===== src/rtl/product_accumulator_pkg.sv =====
// Shared constants and helpers for the product accumulator slice.
// MUL_W is the multiplier stage output width.
package product_accumulator_pkg;

  localparam int MUL_W     = 32;
  localparam int LEN_DEF   = 4;
  localparam int ACC_W_DEF = 40;
  localparam int DEPTH_DEF = 4;

  function automatic int clog2(input int v);
    int r;
    r = 0;
    while ((1 << r) < v) r++;
    return r;
  endfunction

endpackage


===== src/rtl/result_fifo.sv =====
// First-word fall-through result queue with a registered head.
// The head keeps the last popped value once the queue drains.
module result_fifo
  import product_accumulator_pkg::*;
#(
  parameter int W     = 40,
  parameter int DEPTH = 4
) (
  input  logic         clk,
  input  logic         reset,
  input  logic         push,
  input  logic [W-1:0] din,
  output logic         full,
  output logic         drop,
  input  logic         pop,
  output logic         valid,
  output logic [W-1:0] dout
);

  localparam int AW = clog2(DEPTH);

  logic [W-1:0]  mem [DEPTH];
  logic [AW:0]   wr_ptr;
  logic [AW:0]   rd_ptr;
  logic [AW:0]   wr_nxt;
  logic [AW:0]   rd_nxt;
  logic          empty;
  logic          push_ok;
  logic          pop_ok;
  logic [W-1:0]  head_nxt;

  assign empty   = (wr_ptr == rd_ptr);
  assign full    = (wr_ptr[AW] != rd_ptr[AW]) &&
                   (wr_ptr[AW-1:0] == rd_ptr[AW-1:0]);
  assign valid   = !empty;
  assign pop_ok  = pop && !empty;
  assign push_ok = push && (!full || pop_ok);
  assign drop    = push && full && !pop_ok;
  assign wr_nxt  = wr_ptr + (AW+1)'(push_ok);
  assign rd_nxt  = rd_ptr + (AW+1)'(pop_ok);

  // Bypass covers a push landing in the slot that becomes the head.
  assign head_nxt =
    (push_ok && (wr_ptr[AW-1:0] == rd_nxt[AW-1:0])) ?
    din : mem[rd_nxt[AW-1:0]];

  always_ff @(posedge clk) begin
    if (push_ok) mem[wr_ptr[AW-1:0]] <= din;
  end

  always_ff @(posedge clk or posedge reset) begin
    if (reset) begin
      wr_ptr <= '0;
      rd_ptr <= '0;
      dout   <= '0;
    end else begin
      wr_ptr <= wr_nxt;
      rd_ptr <= rd_nxt;
      if (wr_nxt != rd_nxt) dout <= head_nxt;
    end
  end

endmodule


===== src/rtl/product_accumulator.sv =====
// Sums every LEN multiplier products into one result and queues it.
// Input cannot stall: results arriving at a full queue are dropped.
module product_accumulator
  import product_accumulator_pkg::*;
#(
  parameter int IN_W  = MUL_W,
  parameter int LEN   = LEN_DEF,
  parameter int ACC_W = ACC_W_DEF,
  parameter int DEPTH = DEPTH_DEF,
  localparam int CW   = clog2(LEN + 1)
) (
  input  logic             clk,
  input  logic             reset,
  input  logic             i_valid,
  input  logic [IN_W-1:0]  i_payload,
  input  logic             i_flush,
  output logic             o_valid,
  input  logic             o_ready,
  output logic [ACC_W-1:0] o_payload,
  output logic [CW-1:0]    o_count,
  output logic             o_overflow
);

  logic [ACC_W-1:0] acc;
  logic [ACC_W-1:0] acc_base;
  logic [ACC_W-1:0] sum;
  logic [CW-1:0]    cnt;
  logic [CW-1:0]    cnt_base;
  logic             last;
  logic             push;
  logic             full;
  logic             drop;

  // Flush restarts the vector; a same-cycle product becomes element 1.
  always_comb begin
    acc_base = i_flush ? '0 : acc;
    cnt_base = i_flush ? '0 : cnt;
    sum      = acc_base + ACC_W'(i_payload);
    last     = (cnt_base == CW'(LEN - 1));
    push     = i_valid && last;
  end

  always_ff @(posedge clk or posedge reset) begin
    if (reset) begin
      acc        <= '0;
      cnt        <= '0;
      o_overflow <= 1'b0;
    end else begin
      if (i_valid && last) begin
        acc <= '0;
        cnt <= '0;
      end else if (i_valid) begin
        acc <= sum;
        cnt <= cnt_base + CW'(1);
      end else begin
        acc <= acc_base;
        cnt <= cnt_base;
      end
      if (drop) o_overflow <= 1'b1;
    end
  end

  assign o_count = cnt;

  result_fifo #(
    .W     (ACC_W),
    .DEPTH (DEPTH)
  ) u_fifo (
    .clk   (clk),
    .reset (reset),
    .push  (push),
    .din   (sum),
    .full  (full),
    .drop  (drop),
    .pop   (o_ready),
    .valid (o_valid),
    .dout  (o_payload)
  );

endmodule

===== config.mk =====
export PLATFORM = sky130hd
export DESIGN_NAME = product_accumulator
export DESIGN_NICKNAME = d
export VERILOG_FILES = /design/src/rtl/product_accumulator_pkg.sv /design/src/rtl/result_fifo.sv /design/src/rtl/product_accumulator.sv
export SDC_FILE = /design/constraint.sdc
export NUM_CORES = 1
export LEC_CHECK = 0
export BUFFER_PORTS_ARGS = -buffer_cell sky130_fd_sc_hd__clkbuf_2
export CAP_MARGIN = 25
export CORE_ASPECT_RATIO = 0.8
export CORE_MARGIN = 2
export CORE_UTILIZATION = 60
export DETAILED_ROUTE_END_ITERATION = 8
export PLACE_DENSITY = 0.8
export SYNTH_ARGS = -nofsm -noshare
export SYNTH_HDL_FRONTEND = slang
export SYNTH_SLANG_ARGS = --single-unit

===== constraint.sdc =====
create_clock -name clk -period 14.6 [get_ports clk]
set_clock_uncertainty 0.05 [all_clocks]
set_input_delay 2.92 -clock clk [delete_from_list [all_inputs] [get_ports clk]]
set_output_delay 2.92 -clock clk [all_outputs]
set_load 0.03 [all_outputs]

==> impl_results.md <==
* CTS Hold Bufs at 0
* CTS sink count at 250
* Async S/R FF share, synth at 36.0%
* Worst setup path class: in -> reg
* RSZ-0062 raised after global routing: no
* Routed WL per cell at 22.6 microns
* Post-DP HPWL at 21300 microns
* Top FF cell, synth: edfxtp_1
* Post-synthesis sequential area ratio at 54.1%
* Fillers at 1597
* Slew margin rel. at 28.6%
* Longest Clk Path Bufs at 3
* Cells after synthesis at 1107
* Initial antenna violation count at 0
* WL final at 32700 microns
* TritonRoute pass-1 iters at 5
* CP startpoint: i_flush
* Reg2reg path depth at 13
* # H-tree levels at 1
* Tot GR Track Use at 28.9%
* Share of cells above drive strength 1 at 18.0%
* Largest family of logic cells by synthesized area: compound AO/OA/AOI/OAI gates
* Vias per cell at 6.49
* R2R Setup Slk at 9.89 ns
* Clk root buf: clkbuf_16
* Cell accounting for the most synthesized area: edfxtp_1
* Initial drt markers at 979
* Vias in the first global route at 8812
* # port buffers at 81
* Fmax at 141 MHz
* Synth area leaders: edfxtp_1 37%, dfrtp_1 17%, mux4_2 6.9%
* CP Max Fanout at 25
* Number of synthesized register bits at 250
* Final Non-Filler Cells at 1446
* Synth top area share at 36.9%
* Run status: finished, final reports clean
* Final Setup Violations at 0
* Fraction of synthesized area in multiplexers at 7.39%
* Reg area at 7060 sq um
* Total grt overflow at 0
* Syn-to-layout area delta at 10.2%
* Reg-to-Reg Start: o_count[0]
* Most frequent cell after synthesis: edfxtp_1
* N_diodes at 0
* Reg2reg end: u_fifo.dout[9]
* First-pass GRT wire length at 50600 microns
* Post-DRT Antenna Nets at 0
* Total setup buffers inserted after CTS at 0
* Fin nets at 1213
* Warning count from the yosys run at 0
* Simple-gate share of the synthesized area at 12.7%
* Die height at 136 microns
* Clk pin slew, worst setup/hold paths at 0.06 ns
* Die W at 169 microns
* Post-synthesis xor/xnor area fraction at 4.84%
* Vias at 9384
* Core Region at 21400 sq um
* Minimum clock period after layout at 7.10 ns
* Worst-Skew Late Latency at 0.53 ns
* Max-slew violation count at 0
* Post-synth EDFFs at 160
* Utilization after layout at 67.0%
* Fin crit share at 48.6%
* TNS Setup at 0 ns
* MaxCap Viol Count at 0
* Synthesized Nets at 1168
* Multi-input logic area at 5570 sq um
* Dpl cells at 1400
* Worst hold path type: reg -> reg
* Post-synth top cells: 160 x edfxtp_1, 99 x nand2_1, 90 x dfrtp_1, 78 x nor2_1, 57 x a21oi_1
* Synth unique cells at 82
* Setup crit end kind: flop
* Row cnt at 48
* Synthesized cell area at 13000 sq um
* Slew @ Worst Pin at 1.06 ns
* CP required at 14.96 ns
* Largest net degree at the start of global routing at 67
* IO Pins at 82
* Setup crit start kind: primary input
* Post-CTS Resized at 0
* CTS tree: done
* Total power at 2.70 mW
* CP endpoint: u_fifo.dout[9]
* Die area at 22900 sq um
* LEAKAGE at 5.45 nW
* Adder-cell share of the synthesized area at 2.38%
* Syn_area_per_cell at 11.8 sq um
* Initial core utilization at 60.8%
* VDD IR-drop max at 0.141 mV
* Arrival time at the worst endpoint at 7.46 ns
* TritonCTS buffer count at 25
* Area fraction in compound gates after synthesis at 15.1%
* Total power per unit cell area at 188 nW/um^2
* DRC violations left at 0
* Hold Vio Cnt, Final at 0
* Placer Congestion at 0.948
## area by class of cell
cell class / count / share of cell area, %
flip-flops and latches: 250 / 49.1
multi-input cells: 751 / 38.7
clock buffers: 37 / 4.81
repair buffers: 95 / 3.55
well taps: 275 / 2.40
inverters: 29 / 0.775
clock inverters: 9 / 0.592
## cell families after synthesis
family,count (synthesis)
simple gates,328
compound gates,280
flops,250
buf+inv,106
xor+xnor,72
mux,46
fa+ha+maj,25
## per-stage QoR
stage | setup WS [ns] | area [sq um] | hold slack, ns
2_1_floorplan | 6.02 | 13000 | 0.442
3_3_place_gp | 7.24 | 13600 | 0.421
3_5_place_dp | 6.94 | 13600 | 0.434
4_1_cts | 7.48 | 14400 | 0.447
5_1_grt | 7.19 | 14400 | 0.476
6_report | 7.50 | 14400 | 0.442
## per-layer routing
| metal | vias up | global-route usage, % | routed length [microns] |
|---|---|---|---|
| li1 | 4243 | - | - |
| met1 | 4669 | 42.9 | 14600 |
| met2 | 414 | 44.2 | 14700 |
| met3 | 58 | 5.59 | 2600 |
| met4 | 0 | 7.95 | 808 |
| met5 | - | 0 | 0 |
## cells in the final DEF, fill, tap and decap left out, types with 28 or more instances in the layout
master and instances:
clkbuf_2 81, nand2_1 99, dfrtp_1 90, nor2b_1 35, a31oi_1 40, a21oi_1 57
inv_1 28, nor2_1 76, edfxtp_1 160, mux4_2 40, xnor2_1 52, o21ai_0 33
## state kept, by name, indices dropped and copies added (netlist names)
name,cells
o_count,3
u_fifo.mem,160
u_fifo.wr_ptr,3
o_overflow,1
acc,40
u_fifo.dout,40
u_fifo.rd_ptr,3
## power by group
group | switching [mW] | internal [mW]
Clock | 0.265 | 0.347
Sequential | 0.0856 | 0.886
Combinational | 0.667 | 0.444
Total | 1.02 | 1.68
## worst min path at each step
stage,endpoint,from,depth (start not counted)
2_1_floorplan,u_fifo.rd_ptr[2],u_fifo.rd_ptr[2],1
3_3_place_gp,u_fifo.dout[15],u_fifo.dout[15],1
3_5_place_dp,u_fifo.dout[14],u_fifo.dout[14],2
4_1_cts,u_fifo.dout[14],u_fifo.dout[14],2
5_1_grt,u_fifo.dout[22],u_fifo.dout[22],1
6_report,u_fifo.dout[14],u_fifo.dout[14],2
## critical path, stage by stage
cell,delay (ns)
clkbuf_2,0.31
nor2b_1,0.30
ha_1,0.19
ha_1,0.45
inv_1,0.35
or3_1,0.49
inv_1,0.16
ha_1,0.17
ha_1,0.16
xnor2_1,0.17
xor2_1,0.26
and3_1,0.82
nor2_1,0.30
a221o_1,0.39
Power figures use the tool's default switching activity.
